**config.mk**
```make
export PLATFORM = sky130hd
export DESIGN_NAME = divider_flat
export DESIGN_NICKNAME = d
export VERILOG_FILES = /design/src/rtl/divider_if.sv /design/src/rtl/divider.sv /design/src/flat_wrapper.sv
export SDC_FILE = /design/constraint.sdc
export NUM_CORES = 1
export LEC_CHECK = 0
export ABC_AREA = 1
export CORE_MARGIN = 4
export CORE_UTILIZATION = 52
export CTS_BUF_LIST = sky130_fd_sc_hd__clkbuf_4 sky130_fd_sc_hd__clkbuf_8
export CTS_CLUSTER_SIZE = 10
export DETAILED_ROUTE_END_ITERATION = 6
export PLACE_DENSITY = 0.76
export RECOVER_POWER = 50
export REMOVE_ABC_BUFFERS = 1
export SYNTH_ARGS = -nofsm -noshare
export SYNTH_HDL_FRONTEND = slang
export SYNTH_SLANG_ARGS = --single-unit
```
**constraint.sdc**
```tcl
create_clock -name clk -period 4.82 [get_ports clk]
set_clock_uncertainty 0.05 [all_clocks]
set_input_delay 0.964 -clock clk [delete_from_list [all_inputs] [get_ports clk]]
set_output_delay 0.964 -clock clk [all_outputs]
set_load 0.02 [all_outputs]
```
**src/rtl/divider_if.sv**
```systemverilog
// Request/response handshake bundle for the iterative divide unit.
interface divider_if #(parameter int N = 32);
  logic         req_valid;
  logic         req_ready;
  logic [1:0]   op;
  logic [N-1:0] in1;
  logic [N-1:0] in2;
  logic         resp_valid;
  logic         resp_ready;
  logic [N-1:0] out;

  modport master (
    output req_valid, op, in1, in2, resp_ready,
    input  req_ready, resp_valid, out
  );

  modport slave (
    input  req_valid, op, in1, in2, resp_ready,
    output req_ready, resp_valid, out
  );
endinterface

```
**src/rtl/divider.sv**
```systemverilog
// Iterative RV32M DIV/DIVU/REM/REMU unit, one restoring step per cycle.
// state | meaning
// IDLE  | waiting for a request, req_ready high
// BUSY  | one restoring division step per edge
// DONE  | result held on out, resp_valid high until resp_ready
module divider #(
  parameter int N = 32
) (
  input logic       clk,
  input logic       reset,
  divider_if.slave  bus
);
  localparam int CW = $clog2(N);
  localparam logic [CW-1:0] LAST = CW'(N - 1);
  localparam logic [N-1:0]  MIN_NEG = {1'b1, {(N-1){1'b0}}};

  typedef enum logic [1:0] {IDLE, BUSY, DONE} state_t;

  state_t        state_q, state_d;
  logic [N-1:0]  rem_q, rem_d;
  logic [N-1:0]  quo_q, quo_d;
  logic [N-1:0]  dvs_q, dvs_d;
  logic [CW-1:0] cnt_q, cnt_d;
  logic [N-1:0]  out_q, out_d;
  logic          is_rem_q, is_rem_d;
  logic          neg_quo_q, neg_quo_d;
  logic          neg_rem_q, neg_rem_d;

  logic          signed_op;
  logic [N-1:0]  abs1, abs2;
  logic [N:0]    shifted, trial;
  logic [N-1:0]  step_rem, step_quo;

  always_ff @(posedge clk) begin
    if (reset) begin
      state_q   <= IDLE;
      rem_q     <= '0;
      quo_q     <= '0;
      dvs_q     <= '0;
      cnt_q     <= '0;
      out_q     <= '0;
      is_rem_q  <= 1'b0;
      neg_quo_q <= 1'b0;
      neg_rem_q <= 1'b0;
    end else begin
      state_q   <= state_d;
      rem_q     <= rem_d;
      quo_q     <= quo_d;
      dvs_q     <= dvs_d;
      cnt_q     <= cnt_d;
      out_q     <= out_d;
      is_rem_q  <= is_rem_d;
      neg_quo_q <= neg_quo_d;
      neg_rem_q <= neg_rem_d;
    end
  end

  always_comb begin
    state_d   = state_q;
    rem_d     = rem_q;
    quo_d     = quo_q;
    dvs_d     = dvs_q;
    cnt_d     = cnt_q;
    out_d     = out_q;
    is_rem_d  = is_rem_q;
    neg_quo_d = neg_quo_q;
    neg_rem_d = neg_rem_q;

    signed_op = ~bus.op[0];
    abs1      = (signed_op && bus.in1[N-1]) ? -bus.in1 : bus.in1;
    abs2      = (signed_op && bus.in2[N-1]) ? -bus.in2 : bus.in2;

    // The N+1 bit trial difference keeps the borrow visible in its top bit.
    shifted  = {rem_q, quo_q[N-1]};
    trial    = shifted - {1'b0, dvs_q};
    step_rem = trial[N] ? shifted[N-1:0] : trial[N-1:0];
    step_quo = {quo_q[N-2:0], ~trial[N]};

    case (state_q)
      IDLE: begin
        if (bus.req_valid) begin
          is_rem_d = bus.op[1];
          if (bus.in2 == '0) begin
            out_d   = bus.op[1] ? bus.in1 : '1;
            state_d = DONE;
          end else if (signed_op && bus.in1 == MIN_NEG && bus.in2 == '1) begin
            out_d   = bus.op[1] ? '0 : bus.in1;
            state_d = DONE;
          end else begin
            rem_d     = '0;
            quo_d     = abs1;
            dvs_d     = abs2;
            cnt_d     = '0;
            neg_quo_d = signed_op && (bus.in1[N-1] ^ bus.in2[N-1]);
            neg_rem_d = signed_op && bus.in1[N-1];
            state_d   = BUSY;
          end
        end
      end
      BUSY: begin
        rem_d = step_rem;
        quo_d = step_quo;
        cnt_d = cnt_q + 1'b1;
        if (cnt_q == LAST) begin
          if (is_rem_q) out_d = neg_rem_q ? -step_rem : step_rem;
          else          out_d = neg_quo_q ? -step_quo : step_quo;
          state_d = DONE;
        end
      end
      DONE: begin
        if (bus.resp_ready) state_d = IDLE;
      end
      default: state_d = IDLE;
    endcase
  end

  assign bus.req_ready  = (state_q == IDLE);
  assign bus.resp_valid = (state_q == DONE);
  assign bus.out        = out_q;
endmodule

```
**src/flat_wrapper.sv**
```systemverilog
// flat-port wrapper written by rule: the top's interface ports become plain ports
module divider_flat 
#(
  parameter int N = 32
)
  (clk, reset, bus_req_valid, bus_op, bus_in1, bus_in2, bus_resp_ready, bus_req_ready, bus_resp_valid, bus_out);
  divider_if #(.N(N)) bus_i ();
  input logic clk;
  input logic reset;
  input wire logic [$bits(bus_i.req_valid)-1:0] bus_req_valid;
  input wire logic [$bits(bus_i.op)-1:0] bus_op;
  input wire logic [$bits(bus_i.in1)-1:0] bus_in1;
  input wire logic [$bits(bus_i.in2)-1:0] bus_in2;
  input wire logic [$bits(bus_i.resp_ready)-1:0] bus_resp_ready;
  output wire logic [$bits(bus_i.req_ready)-1:0] bus_req_ready;
  output wire logic [$bits(bus_i.resp_valid)-1:0] bus_resp_valid;
  output wire logic [$bits(bus_i.out)-1:0] bus_out;
  assign bus_i.req_valid = bus_req_valid;
  assign bus_i.op = bus_op;
  assign bus_i.in1 = bus_in1;
  assign bus_i.in2 = bus_in2;
  assign bus_i.resp_ready = bus_resp_ready;
  assign bus_req_ready = bus_i.req_ready;
  assign bus_resp_valid = bus_i.resp_valid;
  assign bus_out = bus_i.out;
  divider #(.N(N)) u_core (.clk(clk), .reset(reset), .bus(bus_i));
endmodule
```
==> results_dict.tcl <==
set metrics [dict create \
    status "complete, no violations" \
    seqPwrFrac 0.309 \
    hp-class "reg -> reg" \
    final.setup.tns_ns 0 \
    async_reset_ff_frac 0 \
    setup_viol 0 \
    cts_root_buffer "clkbuf_8" \
    synthXorXnorAreaFrac 0.04371 \
    drt_iter0_drc 1453 \
    ant_nets 0 \
    first_pass_iters 6 \
    cts_buffer_depth 2 \
    grt_setup_unrepaired "false" \
    synth_top_family_by_area "simple AND/OR/NAND/NOR gates" \
    synth_area_leaders "dfxtp_1 23%, nand2_1 17%, a21oi_1 7.9%" \
    cts_tree "built" \
    synth_compound_area_frac 0.2153 \
    switching_share 0.4693 \
    place_ws_ns 0.2081 \
    fp-row-count 55 \
    tightest_slew_ns 1.097 \
    pwr-share-comb 0.467 \
    first_global_vias 12740 \
    syn-instance-count 2073 \
    vias 14040 \
    yosys.area_share.simple 0.3605 \
    p_per_area_nw_per_um2 307.9 \
    syn_area_sq_um 12220 \
    yosys.area.top_type "dfxtp_1" \
    arrival_ns 4.81 \
    crit_required_ns 5.13 \
    synthMuxAreaShare 0.0008190 \
    wl_per_cell_um 16.57 \
    fin_nets 2238 \
    drive_gt1_frac 0.06399 \
    die_x_um 161.3 \
    drc_errors 0 \
    cp-start-kind "primary input" \
    crit_type "in -> reg" \
    grt_usage 0.3091 \
    insertion_delay_ns 0.48 \
    p_int_w 0.002252 \
    clock-sinks 138 \
    crit_fanout 37 \
    gp_congestion 1.002 \
    synth_fa_ha_area_frac 0.04320 \
    period_minus_slack_ns 4.499 \
    grt_pass1_wl_um 65900 \
    viasPerCell 5.719 \
    syn_area_per_cell_sq_um 5.896 \
    hold_violations 0 \
    final.period_utilization 0.9335 \
    cp-end-kind "flop" \
    relSlewSlack 0.2675 \
    coreArea_sq_um 22850 \
    max_freq_ghz 0.2222 \
    start_util 0.5349 \
    dieArea_sq_um 26020 \
    final_max_slew_viol_count 0 \
    portBuffers 103 \
    grt_max_degree 78 \
    final_cell_area_sq_um 13780 \
    cts.htree.levels 4 \
    drt-total-wl_um 40650 \
    syn_to_final_growth_pct 12.77 \
    grt_remaining_overflow 0 \
    final_cell_mix "564 x nand2_1, 250 x inv_1, 193 x a21oi_1" \
    ios 104 \
    synth_top_area_frac 0.2260 \
    cts_setup_buffers 0 \
    dp_hpwl_um 30640 \
    netlist-cell-type-count 57 \
    ys.flop_type "dfxtp_1" \
    layout_setup_ws_ns 0.3205 \
    p_switching_w 0.001991 \
    clkTransAtPathRegs_ns 0.09 \
    placed_cell_area_sq_um 13420 \
    diodes 0 \
    hold_buffers 0 \
    antenna_found_initial 0 \
    vdd_drop_max_mv 0.2637 \
    ys_warn_count 0 \
    pwr-share-clk 0.224 \
    ys_seq_area_frac 0.2260 \
    leakagePower_nw 6.427 \
    synth-edff-count 0 \
    chipHeight_um 161.3 \
    final_common_cell "nand2_1" \
    drv_cap 0 \
    cts_resized 0 \
    ys_seq_elements 138 \
    cts_buffers 17 \
]
flip-flops by register name, indices dropped and copies added (netlist names):
name,cells
u_core.bus.out,32
u_core.cnt_q,5
u_core.dvs_q,32
u_core.is_rem_q,1
u_core.neg_quo_q,1
u_core.neg_rem_q,1
u_core.quo_q,32
u_core.rem_q,32
u_core.state_q,2
path summary, 6_finish.rpt:
check             depth (start not counted)                  to  slack, ns               start
setup / recovery                         15     u_core.cnt_q[3]       0.32          bus_in1[0]
hold / removal                            2  u_core.bus.out[15]       0.42  u_core.bus.out[15]
setup reg to reg                         30  u_core.bus.out[30]       0.49    u_core.quo_q[31]
hold reg to reg                           2  u_core.bus.out[15]       0.42  u_core.bus.out[15]
kinds of logic after synthesis:
family,Yosys count
AND/OR/NAND/NOR,1013
AO/OA/AOI/OAI,477
buffers and inverters,341
flip-flops,138
XOR/XNOR,61
adder cells (fa/ha/maj),42
multiplexers,1
Yosys cell counts, types with 37 or more instances:
library cell and number:
nor3_1 39, dfxtp_1 138, a21oi_1 193, nor2_1 161, inv_1 250, nand3_1 131, o21ai_0 175, nand2_1 564
ha_1 39, clkbuf_1 62, xor2_1 37
per-stage QoR:
step | std cells | util | total power, W | hold WS, ns
detailed placement | 2422 | 0.5875 | 0.003271 | 0.4043
CTS | 2454 | 0.6034 | 0.004215 | 0.4179
floorplan | 1987 | - | 0.002662 | 0.3876
global route | 2454 | 0.6032 | 0.004519 | 0.4367
global placement | 2422 | 0.5875 | 0.003249 | 0.4030
finish | 2454 | 0.6032 | 0.004244 | 0.4158
per-layer routing:
layer	track usage	share of wire	vias up
met2	0.4941	0.45	616
met1	0.4377	0.45	6427
met3	0.04491	0.085	66
met5	0	0	-
li1	-	-	6926
met4	0.08104	0.020	0
power by group through the flow:
stage | clock network [W] | logic, W | registers [W]
after floorplan | 0 | 0.00130 | 0.00137
after global placement | 0 | 0.00192 | 0.00133
after detailed placement | 0 | 0.00194 | 0.00134
after CTS | 0.000957 | 0.00195 | 0.00131
after global routing | 0.000999 | 0.00220 | 0.00133
final | 0.000949 | 0.00198 | 0.00131
worst max-delay path, stage by stage:
cell and delay [ns]:
clkdlybuf4s50_1 0.46, inv_1 0.12, ha_1 0.16, inv_1 0.06
nor3_2 0.16, nand3_1 0.16, nor3_1 0.40, nand3_1 0.15
nor4b_1 0.51, nand4_1 0.26, or2_2 0.35, nand3_1 0.11
clkbuf_2 0.64, o21ai_0 0.15, nor3b_1 0.16
cell type report:
| cell class | instances | area (sq um) |
|---|---|---|
| clock buffer | 17 | 234.0 |
| clock inverter | 15 | 130.1 |
| fill | 2321 | 9065 |
| inverter | 255 | 957.2 |
| multi-input combinational | 1594 | 8135 |
| sequential | 138 | 2763 |
| tap | 313 | 391.6 |
| timing repair buffer | 122 | 1171 |
Power figures use the tool's default switching activity.
